## config.mk

```make
export PLATFORM = sky130hd
export DESIGN_NAME = maze_environment
export DESIGN_NICKNAME = d
export VERILOG_FILES = /design/src/rtl/maze_pkg.sv /design/src/rtl/maze_move_calc.sv /design/src/rtl/maze_environment.sv
export SDC_FILE = /design/constraint.sdc
export NUM_CORES = 1
export LEC_CHECK = 0
export ABC_AREA = 1
export BUFFER_PORTS_ARGS = -buffer_cell sky130_fd_sc_hd__buf_2
export CAP_MARGIN = 5
export CORE_ASPECT_RATIO = 0.75
export CORE_MARGIN = 2
export CORE_UTILIZATION = 58
export DETAILED_ROUTE_END_ITERATION = 8
export PLACE_DENSITY = 0.81
export SYNTH_ARGS = -nofsm -noshare
export SYNTH_HDL_FRONTEND = slang
export SYNTH_HIERARCHICAL = 1
export SYNTH_SLANG_ARGS = --single-unit
```

## constraint.sdc

```tcl
create_clock -name clk -period 3.4 [get_ports clk]
set_clock_uncertainty 0.15 [all_clocks]
set_input_delay 0.34 -clock clk [delete_from_list [all_inputs] [get_ports clk]]
set_output_delay 0.34 -clock clk [all_outputs]
set_load 0.03 [all_outputs]
```

## src/rtl/maze_pkg.sv

```systemverilog
// maze_pkg: shared definitions for the grid-world maze environment.
// Contents: datapath widths, one-hot action codes, FSM state enum and the
// default parameter values (start/goal cell, rewards) used by
// maze_environment and maze_move_calc.
package maze_pkg;

  localparam int STATE_W  = 6;
  localparam int ACTION_W = 4;
  localparam int REWARD_W = 16;
  localparam int CELLS    = 1 << STATE_W;

  // One-hot move encoding; anything else is an illegal (blocked) action.
  localparam logic [ACTION_W-1:0] ACT_UP    = 4'b0001;
  localparam logic [ACTION_W-1:0] ACT_DOWN  = 4'b0010;
  localparam logic [ACTION_W-1:0] ACT_LEFT  = 4'b0100;
  localparam logic [ACTION_W-1:0] ACT_RIGHT = 4'b1000;

  typedef enum logic [1:0] {
    IDLE    = 2'd0,
    STEP    = 2'd1,
    RESTART = 2'd2
  } fsm_state_t;

  localparam logic [STATE_W-1:0] DEF_START_STATE = 6'd0;
  localparam logic [STATE_W-1:0] DEF_GOAL_STATE  = 6'd63;

  localparam logic signed [REWARD_W-1:0] DEF_REWARD_GOAL = 16'sd100;
  localparam logic signed [REWARD_W-1:0] DEF_REWARD_STEP = -16'sd1;
  localparam logic signed [REWARD_W-1:0] DEF_REWARD_WALL = -16'sd10;

endpackage

```

## src/rtl/maze_move_calc.sv

```systemverilog
// maze_move_calc: purely combinational move evaluation for one step.
// Ports:
//   position  in  current cell (row = [5:3], col = [2:0])
//   action    in  one-hot move request
//   wall_map  in  bit i set marks cell i as a wall
//   target    out cell after the move (equals position when blocked)
//   blocked   out move was off-grid, into a wall, or not one-hot
//   goal      out legal move that lands on GOAL_STATE
module maze_move_calc
  import maze_pkg::*;
#(
  parameter logic [STATE_W-1:0] GOAL_STATE = DEF_GOAL_STATE
) (
  input  logic [STATE_W-1:0]  position,
  input  logic [ACTION_W-1:0] action,
  input  logic [CELLS-1:0]    wall_map,
  output logic [STATE_W-1:0]  target,
  output logic                blocked,
  output logic                goal
);

  logic [2:0]         row;
  logic [2:0]         col;
  logic               illegal;
  logic [STATE_W-1:0] raw_target;

  // Work out the cell the action points at, flag moves that leave the
  // 8x8 grid or are not a single one-hot bit, then veto moves into walls.
  // A blocked move always reports the unchanged position as its target.
  always_comb begin
    row        = position[5:3];
    col        = position[2:0];
    illegal    = 1'b0;
    raw_target = position;
    case (action)
      ACT_UP: begin
        if (row == 3'd0) illegal = 1'b1;
        else             raw_target = {row - 3'd1, col};
      end
      ACT_DOWN: begin
        if (row == 3'd7) illegal = 1'b1;
        else             raw_target = {row + 3'd1, col};
      end
      ACT_LEFT: begin
        if (col == 3'd0) illegal = 1'b1;
        else             raw_target = {row, col - 3'd1};
      end
      ACT_RIGHT: begin
        if (col == 3'd7) illegal = 1'b1;
        else             raw_target = {row, col + 3'd1};
      end
      default: illegal = 1'b1;
    endcase
    blocked = illegal || wall_map[raw_target];
    target  = blocked ? position : raw_target;
    goal    = !blocked && (raw_target == GOAL_STATE);
  end

endmodule

```

## src/rtl/maze_environment.sv

```systemverilog
// maze_environment: hardware grid-world environment for RL agents.
// An en strobe in IDLE latches the action; the following STEP cycle applies
// it and registers the result, so valid pulses two clocks after the en edge.
// Reaching the goal (or, with MAZE_ENV_TIMEOUT_EN defined, hitting MAX_STEPS)
// raises episode_done and passes through a one-cycle RESTART.
// Optional feature macro: MAZE_ENV_TIMEOUT_EN (episode timeout at MAX_STEPS).
// Ports:
//   clk, rst        clock, synchronous active-high reset
//   en, action      step strobe and one-hot move
//   current_state   position before the last step
//   next_state      position after the last step
//   next_reward     signed reward for the last step
//   valid           one-cycle pulse with each step result
//   episode_done    one-cycle pulse with valid on goal/timeout
//   episode_count   completed episodes (wrapping)
//   step_count      steps in the current episode (saturating)
module maze_environment
  import maze_pkg::*;
#(
  parameter logic [STATE_W-1:0]         START_STATE = DEF_START_STATE,
  parameter logic [STATE_W-1:0]         GOAL_STATE  = DEF_GOAL_STATE,
  parameter logic [CELLS-1:0]           WALL_MAP    = 64'h0,
  parameter logic signed [REWARD_W-1:0] REWARD_GOAL = DEF_REWARD_GOAL,
  parameter logic signed [REWARD_W-1:0] REWARD_STEP = DEF_REWARD_STEP,
  parameter logic signed [REWARD_W-1:0] REWARD_WALL = DEF_REWARD_WALL,
  parameter logic [15:0]                MAX_STEPS   = 16'd255
) (
  input  logic                       clk,
  input  logic                       rst,
  input  logic                       en,
  input  logic [ACTION_W-1:0]        action,
  output logic [STATE_W-1:0]         current_state,
  output logic [STATE_W-1:0]         next_state,
  output logic signed [REWARD_W-1:0] next_reward,
  output logic                       valid,
  output logic                       episode_done,
  output logic [15:0]                episode_count,
  output logic [15:0]                step_count
);

`ifdef MAZE_ENV_TIMEOUT_EN
  localparam bit TIMEOUT_EN = 1'b1;
`else
  localparam bit TIMEOUT_EN = 1'b0;
`endif

  fsm_state_t          state_q;
  fsm_state_t          state_d;
  logic [ACTION_W-1:0] action_q;
  logic [STATE_W-1:0]  position_q;
  logic [STATE_W-1:0]  target;
  logic                blocked;
  logic                goal;
  logic [15:0]         step_count_inc;
  logic                timeout_hit;
  logic                episode_end;
  logic                capture_action;
  logic                do_step;
  logic                do_restart;

  maze_move_calc #(
    .GOAL_STATE(GOAL_STATE)
  ) u_move_calc (
    .position(position_q),
    .action  (action_q),
    .wall_map(WALL_MAP),
    .target  (target),
    .blocked (blocked),
    .goal    (goal)
  );

  // Step counter value after this step (saturating), and whether this step
  // ends the episode. Timeout only counts when the feature is compiled in.
  always_comb begin
    step_count_inc = (step_count == 16'hFFFF) ? step_count : step_count + 16'd1;
    timeout_hit    = TIMEOUT_EN && (step_count_inc == MAX_STEPS);
    episode_end    = goal || timeout_hit;
  end

  // FSM state register; reset pulls the FSM back to IDLE from any state,
  // which also abandons a step in flight.
  always_ff @(posedge clk) begin
    if (rst) state_q <= IDLE;
    else     state_q <= state_d;
  end

  // Next-state logic. en is only looked at in IDLE, so strobes during
  // STEP or RESTART are dropped rather than queued.
  always_comb begin
    state_d = state_q;
    case (state_q)
      IDLE:    if (en) state_d = STEP;
      STEP:    state_d = episode_end ? RESTART : IDLE;
      RESTART: state_d = IDLE;
      default: state_d = IDLE;
    endcase
  end

  // FSM output decode: which datapath action happens on the next edge.
  always_comb begin
    capture_action = (state_q == IDLE) && en;
    do_step        = (state_q == STEP);
    do_restart     = (state_q == RESTART);
  end

  // Datapath registers. The action is latched in IDLE so outputs never see
  // the live action input; STEP commits the move and result, RESTART puts
  // the agent back at the start and closes the episode.
  always_ff @(posedge clk) begin
    if (rst) begin
      action_q      <= '0;
      position_q    <= START_STATE;
      current_state <= START_STATE;
      next_state    <= START_STATE;
      next_reward   <= '0;
      valid         <= 1'b0;
      episode_done  <= 1'b0;
      episode_count <= 16'd0;
      step_count    <= 16'd0;
    end else begin
      valid        <= 1'b0;
      episode_done <= 1'b0;
      if (capture_action) action_q <= action;
      if (do_step) begin
        current_state <= position_q;
        next_state    <= target;
        position_q    <= target;
        next_reward   <= blocked ? REWARD_WALL : (goal ? REWARD_GOAL : REWARD_STEP);
        valid         <= 1'b1;
        episode_done  <= episode_end;
        step_count    <= step_count_inc;
      end
      if (do_restart) begin
        position_q    <= START_STATE;
        current_state <= START_STATE;
        next_state    <= START_STATE;
        step_count    <= 16'd0;
        episode_count <= episode_count + 16'd1;
      end
    end
  end

endmodule

```

Yosys cells after proc, flatten, opt, wreduce, memory -nomap -nowiden
Memories as Yosys holds them, arrays and structs flattened.
Index checks and enable logic that the tools add are counted.
{ "totals": {"n_memories": 1, "input_bits": 7, "romBits": 64, "ff_bits": 68} }
{ "memory_table": {"columns": ["memory", "words", "word_bits", "read_ports", "rd_ports_with_merged_regs", "write_ports", "line", "rtl"], "rows": [
  ["(name not given)", 64, 1, 1, 0, 0, "maze_move_calc.sv:54", "blocked = illegal || wall_map[raw_target];"]
]} }
{ "classes": {"reduce_logical": 11, "bitwise": 3, "order_cmp": 1, "n_mux": 17, "add_sub_neg": 6, "eq_ne": 11} }
{ "op_table": {"columns": ["operator", "count"], "rows": [
  ["$add A16 B1 Y16 const B", 2],
  ["$mux W16", 2],
  ["$pmux W6 S4", 1],
  ["$eq A16 B16 Y1 const B", 1],
  ["$mux W6", 2],
  ["$lt A6 B7 Y1 const B", 1],
  ["$add A3 B1 Y3 const B", 2],
  ["$eq A3 B3 Y1 const B", 2],
  ["$eq A6 B6 Y1 const B", 1],
  ["$logic_not A3 Y1", 2],
  ["$mux W1", 6],
  ["$mux W3", 2],
  ["$sub A3 B1 Y3 const B", 2],
  ["$eq A4 B1 Y1 const B", 1],
  ["$eq A4 B2 Y1 const B", 1],
  ["$eq A4 B3 Y1 const B", 1],
  ["$eq A4 B4 Y1 const B", 1],
  ["$mux W2", 2],
  ["$pmux W1 S4", 1],
  ["$pmux W2 S2", 1],
  ["$reduce_and A2 Y1", 2],
  ["$reduce_or A2 Y1", 2],
  ["$not A1 Y1", 3],
  ["$eq A2 B1 Y1 const B", 1],
  ["6 further kinds", 7]
]} }

Logic depth before layout (Yosys ltp)
Gate-level depths: netlist (run 1).
{ "depth": {"word_depth": 10, "mapped_depth": 21} }

Modules after synthesis
Netlist (run 1), hierarchy kept.
{ "by_module_without_submodules": {"columns": ["mod", "n_inst", "area_per_inst_um2", "cells_per_inst"], "rows": [
  ["maze_environment", 1, 2662.6, 369],
  ["maze_move_calc", 1, 1664.1, 347]
]} }

Worst setup path after synthesis (run 1)
No wires, ideal clock.
{ "synth_path": {"kind": "register -> register", "from": "register position_q[0]", "to": "register episode_done", "path_stages_with_launch": 19, "setup_ns": 0.078, "slack_ns": 0.672, "synth_period_minus_slack_ns": 2.728, "arrival_time_ns": 2.500, "cell_sequence": "dfxtp_1 -> inv_1 -> ha_1 -> inv_1 -> nand2_1 -> nand3_1 -> nand2_1 -> nor2_1 -> buf_2 -> nand3_1 -> nand3_1 -> inv_1 -> nor2_1 -> nor2_1 -> nor2_1 -> nand4_1 -> nor2_1 -> inv_1 -> nor3_1"} }
{ "synth_via": {"elab_chain_len": 8, "word_cells_on_any_way": 18} }
{ "synth_lines": {"columns": ["element", "line", "rtl"], "rows": [
  ["start, declared", "maze_environment.sv:50", "logic [STATE_W-1:0] position_q;"],
  ["start signal, assigned", "maze_environment.sv:127", "position_q <= target;"],
  ["$add A3 B1 Y3, or another cell as far along", "maze_move_calc.sv:50", "else raw_target = {row, col + 3'd1};"],
  ["$mux W3 (on tied branches)", "maze_move_calc.sv:49, maze_move_calc.sv:45", null],
  ["$pmux W6 S4", "maze_move_calc.sv:35", "case (action)"],
  ["$mem_v2 Z64 W1", null, null],
  ["$mux W1 (implied by the code)", "maze_move_calc.sv:54", null],
  ["$logic_or A1 B1 Y1", "maze_move_calc.sv:54", null],
  ["$logic_not A1 Y1", "maze_move_calc.sv:56", "goal = !blocked && (raw_target == GOAL_STATE);"],
  ["$logic_and A1 B1 Y1 *", "maze_move_calc.sv:56", null],
  ["named net episode_end", "maze_environment.sv:56", "logic episode_end;"],
  ["end signal, assigned", "maze_environment.sv:130", "episode_done <= episode_end;"],
  ["end, declared", "maze_environment.sv:36", "output logic episode_done,"]
]} }
Mark *: on every way through the listed nets, which the timed path passes. The rest lies on a longest branch. The select of a mux whose other input is x is not followed.
A chain may end at the register's enable or synchronous reset.

Worst setup path in the final report (run 1)
Same ends and word-level chain as after synthesis.

==> summary.log, run 1 <==
[floorplan] overall die width 103.7 um
[setup_path] worst-path cell with the longest stage delay sky130_fd_sc_hd__dfxtp_1
[floorplan] die area 0.008174 mm2
[sta] hold slack final 0.1335 ns
[floorplan] initial core utilization 0.5929
[setup_path] Worst Path Buf+Inv 4
[layout] layout cells sized above 1 0.1655
[route] number of remaining DRC errors 0
[route] post-DR wirelength/cell 12.05 um
[layout] antenna fix cells 0
[setup_path] Data required, critical path 3.47 ns
[route] wire length after detailed routing 11.20 mm
[run_status] status finished, final reports clean
[layout] area grow syn2layout 14.98%
[clock_network] number of buffers added for setup after CTS 0
[clock_network] Resize count post-CTS 0
[grt] antenna violations before repair 0
[placement] Final HPWL DP 8.540 mm
[min_path] Hold/Removal Path Class in -> reg
[sta] worst max-slew margin expressed relative to the limit 0.6434
[floorplan] number of placement rows 27
[setup_path] Arrival @ worst endpoint 3.12 ns
[clock_network] TritonCTS clock tree yes
[sta] Worst-Margin Slew 0.5340 ns
[setup_path] Critical Path, Cell by Cell inv_1, ha_1, inv_1, nand2_1, nand3_1, nand2_1, nor2_1, buf_4, nand3_1, nand3_1, nand2_1, nand3_1, nand2_1, nor2_1, nand4_1, nor2_1, inv_1, nor3_1
[setup_path] cell class contributing the biggest share of worst-path delay simple AND/OR/NAND/NOR gates
[setup_path] sort of element at the end of the critical path flip-flop
[clock_network] Max Root-Sink Buffers 2
[setup_path] peak fanout along the critical path 11
[sta] fin crit share 0.8962
[placement] weighted congestion at the end of routability-driven global placement 0.9616
[floorplan] Vert. Die Dim 78.80 um
[pwr] IR Drop Worst-Case VDD 187.7 uV
[synthesis] total standard cell area after synthesis 0.004327 mm2
[synthesis] number of enable-type register cells in the synthesized netlist 0
[synthesis] share of the yosys chip area belonging to registers 0.2545
[layout] Final #Nets 843
[synthesis] most repeated cell in the gate-level netlist after synthesis sky130_fd_sc_hd__nand2_1
[clock_network] clk sink count 55
[clock_network] clock latency on the worst-skew pair 0.30 ns
[setup_path] type of element launching the critical path flip-flop
[synthesis] Yosys cell types 37
[sta] setup repair after global routing missed its margin false
[clock_network] clk slew on worst S/H paths 0.09 ns
[setup_path] critical path type reg -> reg
[sta] max-slew violation total from the final report 0
[route] detailed-router iteration count before antenna repair 5
[min_path] Hold Path Cell Cnt 3
[layout] number of fill cells in the layout 699
[route] per-cell via count in the routed design 5.220
[grt] fraction of met1 tracks used by global routing 0.3981
[grt] M3 GR Usage 0.04433
[clock_network] number of hold buffers added after cts 0
[grt] maximum number of pins on one net before global-route repair 32
[synthesis] async set or reset register ratio after synthesis 0
[synthesis] total number of yosys warnings 6
[route] Routed Antenna Nets 0
[floorplan] Top Ports 69
[sta] setup violation total in the final timing report 0
[setup_path] largest incremental delay on the critical path 0.54 ns
[sta] final critical path time including I/O delays and setup 3.047 ns
[sta] Achievable Freq 328.2 MHz
[grt] first-pass GRT wire length 19.13 mm
[floorplan] floorplan core area 0.007297 mm2
[clock_network] cell chosen for the clock root sky130_fd_sc_hd__clkbuf_8
[grt] global router's overall resource usage 0.2752
[grt] grt peak-use layer met2
[grt] met2 demand-to-capacity share in global routing 0.4391
[synthesis] library cell with the largest summed area after synthesis sky130_fd_sc_hd__dfxtp_1
[flow_run] max-cap viol count 0
[synthesis] most used flip-flop cell after synthesis sky130_fd_sc_hd__dfxtp_1
[route] DRT iter0 DRCs 324
[pwr] pwr dens 271.1 mW/mm2
[grt] total grt overflow 0
[sta] Hold Fails Final Rpt 0
[synthesis] Synth top cells by count 209 x sky130_fd_sc_hd__nand2_1, 106 x sky130_fd_sc_hd__nand3_1, 64 x sky130_fd_sc_hd__inv_1
[synthesis] synthesis-stage register bit count 55
[setup_path] path depth of the worst reg2reg path 18
[synthesis] share of the synthesized area in the top cell type 0.2545
[clock_network] number of levels in the clock H-tree 2
[pwr] leakage component of the power 0.002519 uW
[route] vias 4849
[grt] via count of the first global-routing pass 4246
[clock_network] CTS Buf Count 5
[placement] number of I/O port buffers 68
[synthesis] average instance area after synthesis 6.043 um2
[setup_path] critical path depth in cells 18
[synthesis] cells taking the most area after synthesis sky130_fd_sc_hd__dfxtp_1 25%, sky130_fd_sc_hd__nand2_1 18%, sky130_fd_sc_hd__nand3_1 12%, sky130_fd_sc_hd__nand4_1 5.9%, sky130_fd_sc_hd__inv_1 5.6%
[sta] final sum of negative setup slack 0 ns
[synthesis] gate count after technology mapping 716
==> final timing paths <==
kind	from	slack, ns	end
max	position_q[0]	0.35	episode_done
min	action[0]	0.13	action_q[0]
max reg2reg	position_q[0]	0.35	episode_done
min reg2reg	current_state[2]	0.33	current_state[2]
==> worst register-to-register path, cell delays in order, from the launching register on <==
cell and delay (ns):
sky130_fd_sc_hd__dfxtp_1 0.54, sky130_fd_sc_hd__inv_1 0.16, sky130_fd_sc_hd__ha_1 0.33, sky130_fd_sc_hd__inv_1 0.05
sky130_fd_sc_hd__nand2_1 0.05, sky130_fd_sc_hd__nand3_1 0.11, sky130_fd_sc_hd__nand2_1 0.06, sky130_fd_sc_hd__nor2_1 0.14
sky130_fd_sc_hd__buf_4 0.21, sky130_fd_sc_hd__nand3_1 0.10, sky130_fd_sc_hd__nand3_1 0.14, sky130_fd_sc_hd__nand2_1 0.07
sky130_fd_sc_hd__nand3_1 0.06, sky130_fd_sc_hd__nand2_1 0.06, sky130_fd_sc_hd__nor2_1 0.13, sky130_fd_sc_hd__nand4_1 0.13
sky130_fd_sc_hd__nor2_1 0.19, sky130_fd_sc_hd__inv_1 0.09, sky130_fd_sc_hd__nor3_1 0.20
==> area by class of cell <==
class,count,area (um2),share of cell area
tap,101,126.4,0.02540
inverter,78,294.0,0.05910
clock inverter,1,30.03,0.006036
multi-input combinational,610,2935,0.5900
clock buffer,6,72.57,0.01459
timing repair buffer,78,415.4,0.08350
sequential,55,1101,0.2213
==> report_power, final <==
part           switching, uW  internal (uW)
clock                    203            216
sequential              12.0            652
combinational            184           80.3
total                    400            949
==> placed cells by master, fill, tap and decap left out, drive strengths merged <==
cell / n
nor3: 7
ha: 8
bufinv: 1
clkinv: 1
nand4: 41
xnor2: 4
inv: 77
and2: 1
o21ai: 22
or2: 1
a31oi: 1
nand2: 219
nand3b: 3
buf: 78
a211oi: 3
dfxtp: 55
a21oi: 39
nor2: 71
o31ai: 1
o22ai: 2
nor3b: 3
xor2: 2
nand3: 113
conb: 68
clkbuf: 6
nor4: 1
==> through the flow <==
stage | total power, uW | instances | setup slack, ns | util | instance area (um2)
after floorplan | 898.4 | 783 | 0.6717 | - | 4578
after global placement | 925.5 | 922 | 0.5209 | 0.6677 | 4872
after detailed placement | 929.6 | 922 | 0.4396 | 0.6677 | 4872
after CTS | 1340 | 929 | 0.4345 | 0.6818 | 4975
after global routing | 1409 | 929 | 0.06851 | 0.6818 | 4975
final | 1349 | 929 | 0.3530 | 0.6818 | 4975
==> per-layer routing <==
| metal | routed length, um | part of all wire |
|---|---|---|
| met1 | 5394 | 0.48 |
| met2 | 4722 | 0.42 |
| met3 | 955 | 0.085 |
| met4 | 125 | 0.011 |
| met5 | 0 | 0 |
==> kinds of logic (layout without fill, tap and decap cells) <==
group / after synthesis / count (layout) / synth area share
simple gates: 460 / 460 / 0.4960
buf+inv: 118 / 163 / 0.1252
compound gates: 68 / 68 / 0.08820
flops: 55 / 55 / 0.2545
fa+ha+maj: 8 / 8 / 0.02314
xor+xnor: 6 / 6 / 0.01215
other cells: 1 / 68 / 0.0008667
==> sequential cells by signal, indices dropped and copies added, names as in the netlist <==
signal / count
next_reward: 3
position_q: 6
action_q: 4
episode_done: 1
state_q: 2
episode_count: 16
valid: 1
step_count: 16
current_state: 6
Power figures use the tool's default switching activity.
==> run 2: changes to the inputs <==
Settings changed: CORE_ASPECT_RATIO 0.75 to not set.
==> run 2 against run 1 <==
Effect of this change:
- combinational power shrank 2%
- clock-buffer cell count shrank 1
- die area is essentially flat
- first-iteration DRC count grew 11%
- clock power shrank 6.2%
- routed wire length shrank 2.6%
- critical path depth is the same
- core utilization grew 0.53 points
- design area grew 0.18%
- sequential cell count is the same
- global-route usage shrank 0.62 points
- critical endpoint is now state_q[1]
- largest cell class unchanged
- highest routed layer unchanged
==> summary.log, run 2 (same netlist as run 1, synthesis figures left out) <==
[grt] total grt overflow 0 [unchanged]
[clock_network] CTS Buf Count 5 [unchanged]
[sta] setup violation total in the final timing report 0 [unchanged]
[sta] final sum of negative setup slack 0 ns [unchanged]
[sta] fin crit share 0.8950 [-0.001236]
[sta] Hold Fails Final Rpt 0 [unchanged]
[floorplan] overall die width 90.37 um [-13%]
[setup_path] sort of element at the end of the critical path flip-flop
[clock_network] Max Root-Sink Buffers 2 [unchanged]
[layout] number of fill cells in the layout 686 [-1.9%]
[layout] leading cell types in the layout, fill and taps excluded 209 x sky130_fd_sc_hd__nand2_1, 106 x sky130_fd_sc_hd__nand3_1, 68 x sky130_fd_sc_hd__buf_2, 68 x sky130_fd_sc_hd__conb_1, 64 x sky130_fd_sc_hd__inv_1
[flow_run] max-cap viol count 0 [unchanged]
[min_path] Hold Path Cell Cnt 3 [unchanged]
[sta] setup repair after global routing missed its margin false
[route] DRT iter0 DRCs 360 [+11%]
[route] Routed Antenna Nets 0 [unchanged]
[grt] via count of the first global-routing pass 4228 [-0.42%]
[floorplan] number of placement rows 31 [+15%]
[clock_network] number of buffers added for setup after CTS 0 [unchanged]
[clock_network] number of levels in the clock H-tree 2 [unchanged]
[setup_path] Data required, critical path 3.48 ns [about the same]
[route] detailed-router iteration count before antenna repair 5 [unchanged]
[floorplan] initial core utilization 0.5965 [+0.003580]
[clock_network] cell chosen for the clock root sky130_fd_sc_hd__clkbuf_8
[sta] Worst-Margin Slew 0.5799 ns [+0.04587 ns]
[sta] hold slack final 0.1341 ns [+0.0005310 ns]
[layout] registers with the most flip-flops episode_count x16, step_count x16
[route] vias 4677 [-3.5%]
[layout] antenna fix cells 0 [unchanged]
[sta] max-slew violation total from the final report 0 [unchanged]
[clock_network] clock latency on the worst-skew pair 0.32 ns [+0.02 ns]
[layout] Final #Nets 843 [unchanged]
[placement] weighted congestion at the end of routability-driven global placement 0.9857 [+2.5%]
[clock_network] TritonCTS clock tree yes
[layout] layout cells sized above 1 0.1677 [+0.002213]
[placement] Placed Cells incl. Taps 920 [-0.22%]
[clock_network] clk slew on worst S/H paths 0.10 ns [about the same]
[layout] final design area excluding fillers 0.004984 mm2 [+0.18%]
[grt] maximum number of pins on one net before global-route repair 28 [-13%]
[sta] Achievable Freq 328.6 MHz [+0.14%]
[route] number of remaining DRC errors 0 [unchanged]
[min_path] Hold/Removal Path Class in -> reg
[layout] final design utilization 0.6871 [+0.005324]
[sta] worst max-slew margin expressed relative to the limit 0.6125 [-0.03087]
[route] per-cell via count in the routed design 5.040 [-3.4%]
[setup_path] peak fanout along the critical path 20 [+9]
[setup_path] Arrival @ worst endpoint 3.12 ns [about the same]
[layout] area grow syn2layout 15.18%
[pwr] leakage component of the power 0.002519 uW [about the same]
[run_status] status finished, final reports clean
[floorplan] die area 0.008167 mm2 [about the same]
[grt] antenna violations before repair 0 [unchanged]
[grt] first-pass GRT wire length 18.73 mm [-2.1%]
[floorplan] floorplan core area 0.007253 mm2 [-0.60%]
[grt] global router's overall resource usage 0.2690 [-0.006182]
[setup_path] type of element launching the critical path flip-flop
[layout] non-filler cells in the finished layout 928 [-0.11%]
[pwr] pwr dens 264.3 mW/mm2 [-2.5%]
[sta] final critical path time including I/O delays and setup 3.043 ns [-0.004201 ns]
[clock_network] clk sink count 55 [unchanged]
[setup_path] critical path type reg -> reg
[placement] Final HPWL DP 8.112 mm [-5.0%]
[placement] Placed Instance Area 0.004870 mm2 [about the same]
[floorplan] Vert. Die Dim 90.37 um [+15%]
[setup_path] path depth of the worst reg2reg path 18 [unchanged]
[layout] most common cell after layout, fill and taps aside sky130_fd_sc_hd__nand2_1
[pwr] IR Drop Worst-Case VDD 213.8 uV [+14%]
[route] wire length after detailed routing 10.91 mm [-2.6%]
[route] post-DR wirelength/cell 11.76 um [-2.4%]
[floorplan] Top Ports 69 [unchanged]
[placement] number of I/O port buffers 68 [unchanged]
==> run 2: critical path: stages (launching register included) <==
cell and delay, ns:
sky130_fd_sc_hd__dfxtp_1 0.50, sky130_fd_sc_hd__inv_1 0.16, sky130_fd_sc_hd__ha_1 0.32, sky130_fd_sc_hd__inv_1 0.06
sky130_fd_sc_hd__nand2_1 0.05, sky130_fd_sc_hd__nand3_1 0.12, sky130_fd_sc_hd__nand2_1 0.06, sky130_fd_sc_hd__nor2_1 0.12
sky130_fd_sc_hd__buf_4 0.26, sky130_fd_sc_hd__nand3_1 0.13, sky130_fd_sc_hd__nand3_1 0.12, sky130_fd_sc_hd__nand2_1 0.06
sky130_fd_sc_hd__nor2_1 0.13, sky130_fd_sc_hd__nor2_1 0.07, sky130_fd_sc_hd__nor2_1 0.09, sky130_fd_sc_hd__nand4_1 0.12
sky130_fd_sc_hd__nor2_1 0.17, sky130_fd_sc_hd__inv_1 0.09, sky130_fd_sc_hd__nor3_1 0.17
==> run 2: routing by layer <==
layer	GRT usage	up-vias	routed length, um
li1	-	2491	-
met1	0.3628	2040	5136
met2	0.4555	139	5101
met3	0.04257	7	612
met4	0.05769	0	60
met5	0	-	0
==> run 2: cell type report <==
| cell class | instances | area (um2) | area share |
|---|---|---|---|
| Timing Repair Buffer | 78 | 415.4 | 0.08335 |
| Sequential cell | 55 | 1101 | 0.2209 |
| Clock buffer | 5 | 68.82 | 0.01381 |
| Multi-Input combinational cell | 610 | 2953 | 0.5925 |
| Tap cell | 99 | 123.9 | 0.02486 |
| Clock inverter | 3 | 27.53 | 0.005523 |
| Inverter | 78 | 294.0 | 0.05900 |
==> run 2: final timing paths <==
path | startpoint | end | slack, ns
worst max-delay path | position_q[1] | state_q[1] | 0.36
worst min-delay path | action[0] | action_q[0] | 0.13
worst max register to register | position_q[1] | state_q[1] | 0.36
worst min register to register | current_state[2] | current_state[2] | 0.32
==> run 2: per-stage QoR <==
| step | setup WS (ns) | total power, uW |
|---|---|---|
| finish | 0.3572 | 1317 |
| global route | 0.03696 | 1383 |
| CTS | 0.3370 | 1311 |
| detailed placement | 0.3735 | 927.8 |
| global placement | 0.4569 | 923.6 |
| floorplan | 0.6717 | 898.4 |
==> run 2: power breakdown <==
group	internal, uW	switching (uW)
clock	152	242
sequential	653	10.4
combinational	80.6	179
==> run 2: repair_timing <==
action                                  4_1_cts  5_1_grt
endpoints found under the setup margin        0        2
hold buffers                                  0        0
gates resized for setup                       0        3
==> run 3: changes to the inputs <==
Settings changed: ABC_AREA 1 to not set, CORE_UTILIZATION 58 to 57.
==> run 3 against run 2 <==
Effect of this change:
- clock-buffer cell count is 1 higher
- total power is 2.5% lower
- sequential cell count is the same
- design area is 3.0% lower
- non-clock buffer count increased by 29
- register-to-register slack worse by 0.30 ns
- via count down 19%
- core utilization is 3.7 points higher
- die area fell by 8.3%
- critical path depth down 6
- combinational power hardly changed
- critical path type unchanged
- critical endpoint is now position_q[2]
- largest cell class unchanged
- largest power group unchanged
- highest routed layer unchanged
==> summary.log, run 3 <==
[run_status] status finished, final reports clean
[clock_network] TritonCTS clock tree yes
[synthesis] async set or reset register ratio after synthesis 0 [unchanged]
[min_path] startpoint of the lowest-slack hold path action[2]
[layout] most common cell after layout, fill and taps aside sky130_fd_sc_hd__conb_1
[sta] Hold Fails Final Rpt 0 [unchanged]
[synthesis] library cell with the largest summed area after synthesis sky130_fd_sc_hd__dfxtp_1
[clock_network] Max Root-Sink Buffers 2 [unchanged]
[layout] area grow syn2layout 24.48%
[grt] first-pass GRT wire length 14.99 mm [-20%]
[layout] leading cell types in the layout, fill and taps excluded 69 x sky130_fd_sc_hd__conb_1, 68 x sky130_fd_sc_hd__buf_2, 63 x sky130_fd_sc_hd__nand2_1, 47 x sky130_fd_sc_hd__nor2_1, 47 x sky130_fd_sc_hd__dfxtp_1
[route] post-DR wirelength/cell 13.65 um [+16%]
[sta] max-slew violation total from the final report 0 [unchanged]
[synthesis] synthesis-stage register bit count 55 [unchanged]
[pwr] cell internal power dissipation 909.5 uW [+2.7%]
[floorplan] Vert. Die Dim 86.56 um [-4.2%]
[pwr] Total Power Consumption 1284 uW [-2.5%]
[setup_path] type of element launching the critical path flip-flop
[synthesis] gate count after technology mapping 469 [-34%]
[layout] Final #Nets 630 [-25%]
[route] Routed Antenna Nets 0 [unchanged]
[route] vias 3810 [-19%]
[pwr] leakage component of the power 0.002122 uW [-16%]
[floorplan] floorplan core area 0.006681 mm2 [-7.9%]
[synthesis] most used flip-flop cell after synthesis sky130_fd_sc_hd__dfxtp_1
[placement] number of I/O port buffers 68 [unchanged]
[clock_network] clk sink count 55 [unchanged]
[setup_path] Data required, critical path 3.44 ns [-0.04 ns]
[synthesis] number of enable-type register cells in the synthesized netlist 0 [unchanged]
[setup_path] Critical Path Start action_q[0]
[clock_network] clock latency on the worst-skew pair 0.31 ns [about the same]
[grt] via count of the first global-routing pass 3343 [-21%]
[setup_path] startpoint of the worst-slack reg-to-reg timing path action_q[0]
[min_path] Hold/Removal Path Class in -> reg
[pwr] Clock power frac 0.280 [-0.019]
[floorplan] Top Ports 69 [unchanged]
[floorplan] die area 0.007492 mm2 [-8.3%]
[synthesis] cells taking the most area after synthesis sky130_fd_sc_hd__dfxtp_1 28%, sky130_fd_sc_hd__mux2i_1 7.7%, sky130_fd_sc_hd__nand2_1 6.1%, sky130_fd_sc_hd__nor2_1 4.5%, sky130_fd_sc_hd__a21oi_1 3.9%
[route] number of remaining DRC errors 0 [unchanged]
[layout] registers with the most flip-flops episode_count x16, step_count x16
[floorplan] number of placement rows 30 [-3.2%]
[pwr] relative contribution of combinational cells to total power 0.202 [+0.005]
[grt] global router's overall resource usage 0.2427 [-0.02631]
[sta] fin crit share 0.9846 [+0.08963]
[pwr] Switching Share 0.2919 [-0.03581]
[pwr] Sw Pwr 374.9 uW [-13%]
[synthesis] total number of yosys warnings 6 [unchanged]
[pwr] pwr dens 265.6 mW/mm2 [+0.49%]
[setup_path] Arrival @ worst endpoint 3.39 ns [+0.27 ns]
[sta] Achievable Freq 298.7 MHz [-9.1%]
[layout] layout cells sized above 1 0.2744 [+0.1067]
[setup_path] peak fanout along the critical path 7 [-65%]
[clock_network] cell chosen for the clock root sky130_fd_sc_hd__clkbuf_8
[sta] setup violation total in the final timing report 0 [unchanged]
[clock_network] CTS Buf Count 5 [unchanged]
[grt] maximum number of pins on one net before global-route repair 33 [+18%]
[synthesis] total standard cell area after synthesis 0.003885 mm2 [-10%]
[sta] worst max-slew margin expressed relative to the limit 0.5738 [-0.03871]
[synthesis] average instance area after synthesis 8.284 um2 [+37%]
[clock_network] clk slew on worst S/H paths 0.10 ns [about the same]
[setup_path] sort of element at the end of the critical path flip-flop
[synthesis] Synth top cells by count 63 x sky130_fd_sc_hd__nand2_1, 55 x sky130_fd_sc_hd__dfxtp_1, 47 x sky130_fd_sc_hd__nor2_1
[placement] weighted congestion at the end of routability-driven global placement 0.9416 [-4.5%]
[synthesis] share of the yosys chip area belonging to registers 0.2834 [+0.02893]
[synthesis] most repeated cell in the gate-level netlist after synthesis sky130_fd_sc_hd__nand2_1
[grt] total grt overflow 0 [unchanged]
[clock_network] number of levels in the clock H-tree 2 [unchanged]
[route] wire length after detailed routing 9.503 mm [-13%]
[flow_run] max-cap viol count 0 [unchanged]
[route] DRT iter0 DRCs 324 [-10%]
[floorplan] initial core utilization 0.5815 [-0.01505]
[route] per-cell via count in the routed design 5.474 [+8.6%]
[floorplan] overall die width 86.56 um [-4.2%]
[setup_path] critical path type reg -> reg
[clock_network] number of hold buffers added after cts 0 [unchanged]
[synthesis] Yosys cell types 80 [+120%]
[pwr] share of power burned in registers 0.518 [+0.014]
[sta] hold slack final 0.1136 ns [-0.02041 ns]
[sta] final critical path time including I/O delays and setup 3.348 ns [+0.3047 ns]
[grt] antenna violations before repair 0 [unchanged]
[layout] antenna fix cells 0 [unchanged]
[sta] final sum of negative setup slack 0 ns [unchanged]
[sta] Worst-Margin Slew 0.6340 ns [+0.05419 ns]
[layout] final design utilization 0.7238 [+0.03670]
[route] detailed-router iteration count before antenna repair 4 [-1]
[synthesis] share of the synthesized area in the top cell type 0.2834 [+0.02893]
[pwr] IR Drop Worst-Case VDD 309.1 uV [+45%]
[placement] Final HPWL DP 6.957 mm [-14%]
## run 3: changes by cell type in the layout (fill, tap and decap cells not counted), moves of 9 or more
cell | before | now
sky130_fd_sc_hd__buf_4 | 10 | 36
sky130_fd_sc_hd__inv_1 | 64 | 7
sky130_fd_sc_hd__inv_2 | 13 | 2
sky130_fd_sc_hd__mux2i_1 | 0 | 30
sky130_fd_sc_hd__nand2_1 | 209 | 63
sky130_fd_sc_hd__nand3_1 | 106 | 8
sky130_fd_sc_hd__nand4_1 | 41 | 8
sky130_fd_sc_hd__nor2_1 | 56 | 47
sky130_fd_sc_hd__nor2_2 | 10 | 1
sky130_fd_sc_hd__or3_1 | 0 | 9
## run 3: routing by layer
layer / wire length, um / up-vias / global-route usage
met3: 395 / 8 / 0.02952
met4: 88 / 0 / 0.05398
met1: 4064 / 1775 / 0.3086
li1: - / 1927 / -
met2: 4955 / 100 / 0.4385
met5: 0 / - / 0
## run 3: metrics by stage
| stage | cell area [um2] | worst slack [ns] | instances |
|---|---|---|---|
| global route | 4836 | -0.05838 | 696 |
| floorplan | 4158 | 0.02747 | 537 |
| finish | 4836 | 0.05242 | 696 |
| detailed placement | 4573 | -0.06094 | 679 |
| CTS | 4679 | 0.02012 | 687 |
| global placement | 4573 | 0.05232 | 679 |
## run 3: logic make-up (layout without fill, tap and decap cells)
logic type               after synthesis  in the layout  share of synthesized area
AND/OR/NAND/NOR                      210            210                     0.2989
other                                  1             69                  0.0009653
flip-flops                            55             55                     0.2834
multiplexers                          40             40                     0.1072
adder cells (fa/ha/maj)                8              8                    0.02577
XOR/XNOR                              12             12                    0.02705
AO/OA/AOI/OAI                         98             98                     0.1839
buffers and inverters                 45            124                    0.07278
## run 3: worst paths after layout
| check | cells after the start | endpoint | slack, ns |
|---|---|---|---|
| setup reg to reg | 12 | position_q[2] | 0.05 |
| setup / recovery | 12 | position_q[2] | 0.05 |
| hold / removal | 3 | action_q[2] | 0.11 |
| hold reg to reg | 2 | current_state[3] | 0.31 |
## run 3: area by class of cell
class	count	area, um2
Sequential cell	55	1121
Fill cell	523	1846
Clock inverter	2	16.27
Clock buffer	6	72.57
Tap cell	80	100.1
Inverter	9	33.78
Multi-Input combinational cell	437	2844
Timing Repair Buffer	107	648.1
## run 3: power by group through the flow
stage / logic, uW / registers [uW] / clock network (uW)
floorplan: 194 / 683 / 0
global placement: 229 / 677 / 0
detailed placement: 231 / 678 / 0
CTS: 233 / 664 / 370
global route: 282 / 668 / 389
finish: 260 / 666 / 359
## run 3: repair_timing
item / in CTS / in global routing
setup endpoints to repair: 6 / 10
setup buffers: 0 / 9
resized for setup: 4 / 26
pin swaps: 1 / 8
## run 3: worst max-delay path: stages (launching register included)
cell                      delay (ns)
sky130_fd_sc_hd__dfxtp_4        0.40
sky130_fd_sc_hd__buf_4          0.16
sky130_fd_sc_hd__or3_1          0.39
sky130_fd_sc_hd__a221o_1        0.37
sky130_fd_sc_hd__or2_4          0.30
sky130_fd_sc_hd__buf_4          0.15
sky130_fd_sc_hd__nand3_2        0.06
sky130_fd_sc_hd__a31oi_2        0.11
sky130_fd_sc_hd__o41a_4         0.52
sky130_fd_sc_hd__nor2_8         0.18
sky130_fd_sc_hd__mux2_4         0.32
sky130_fd_sc_hd__nand2_1        0.06
sky130_fd_sc_hd__a21oi_1        0.06
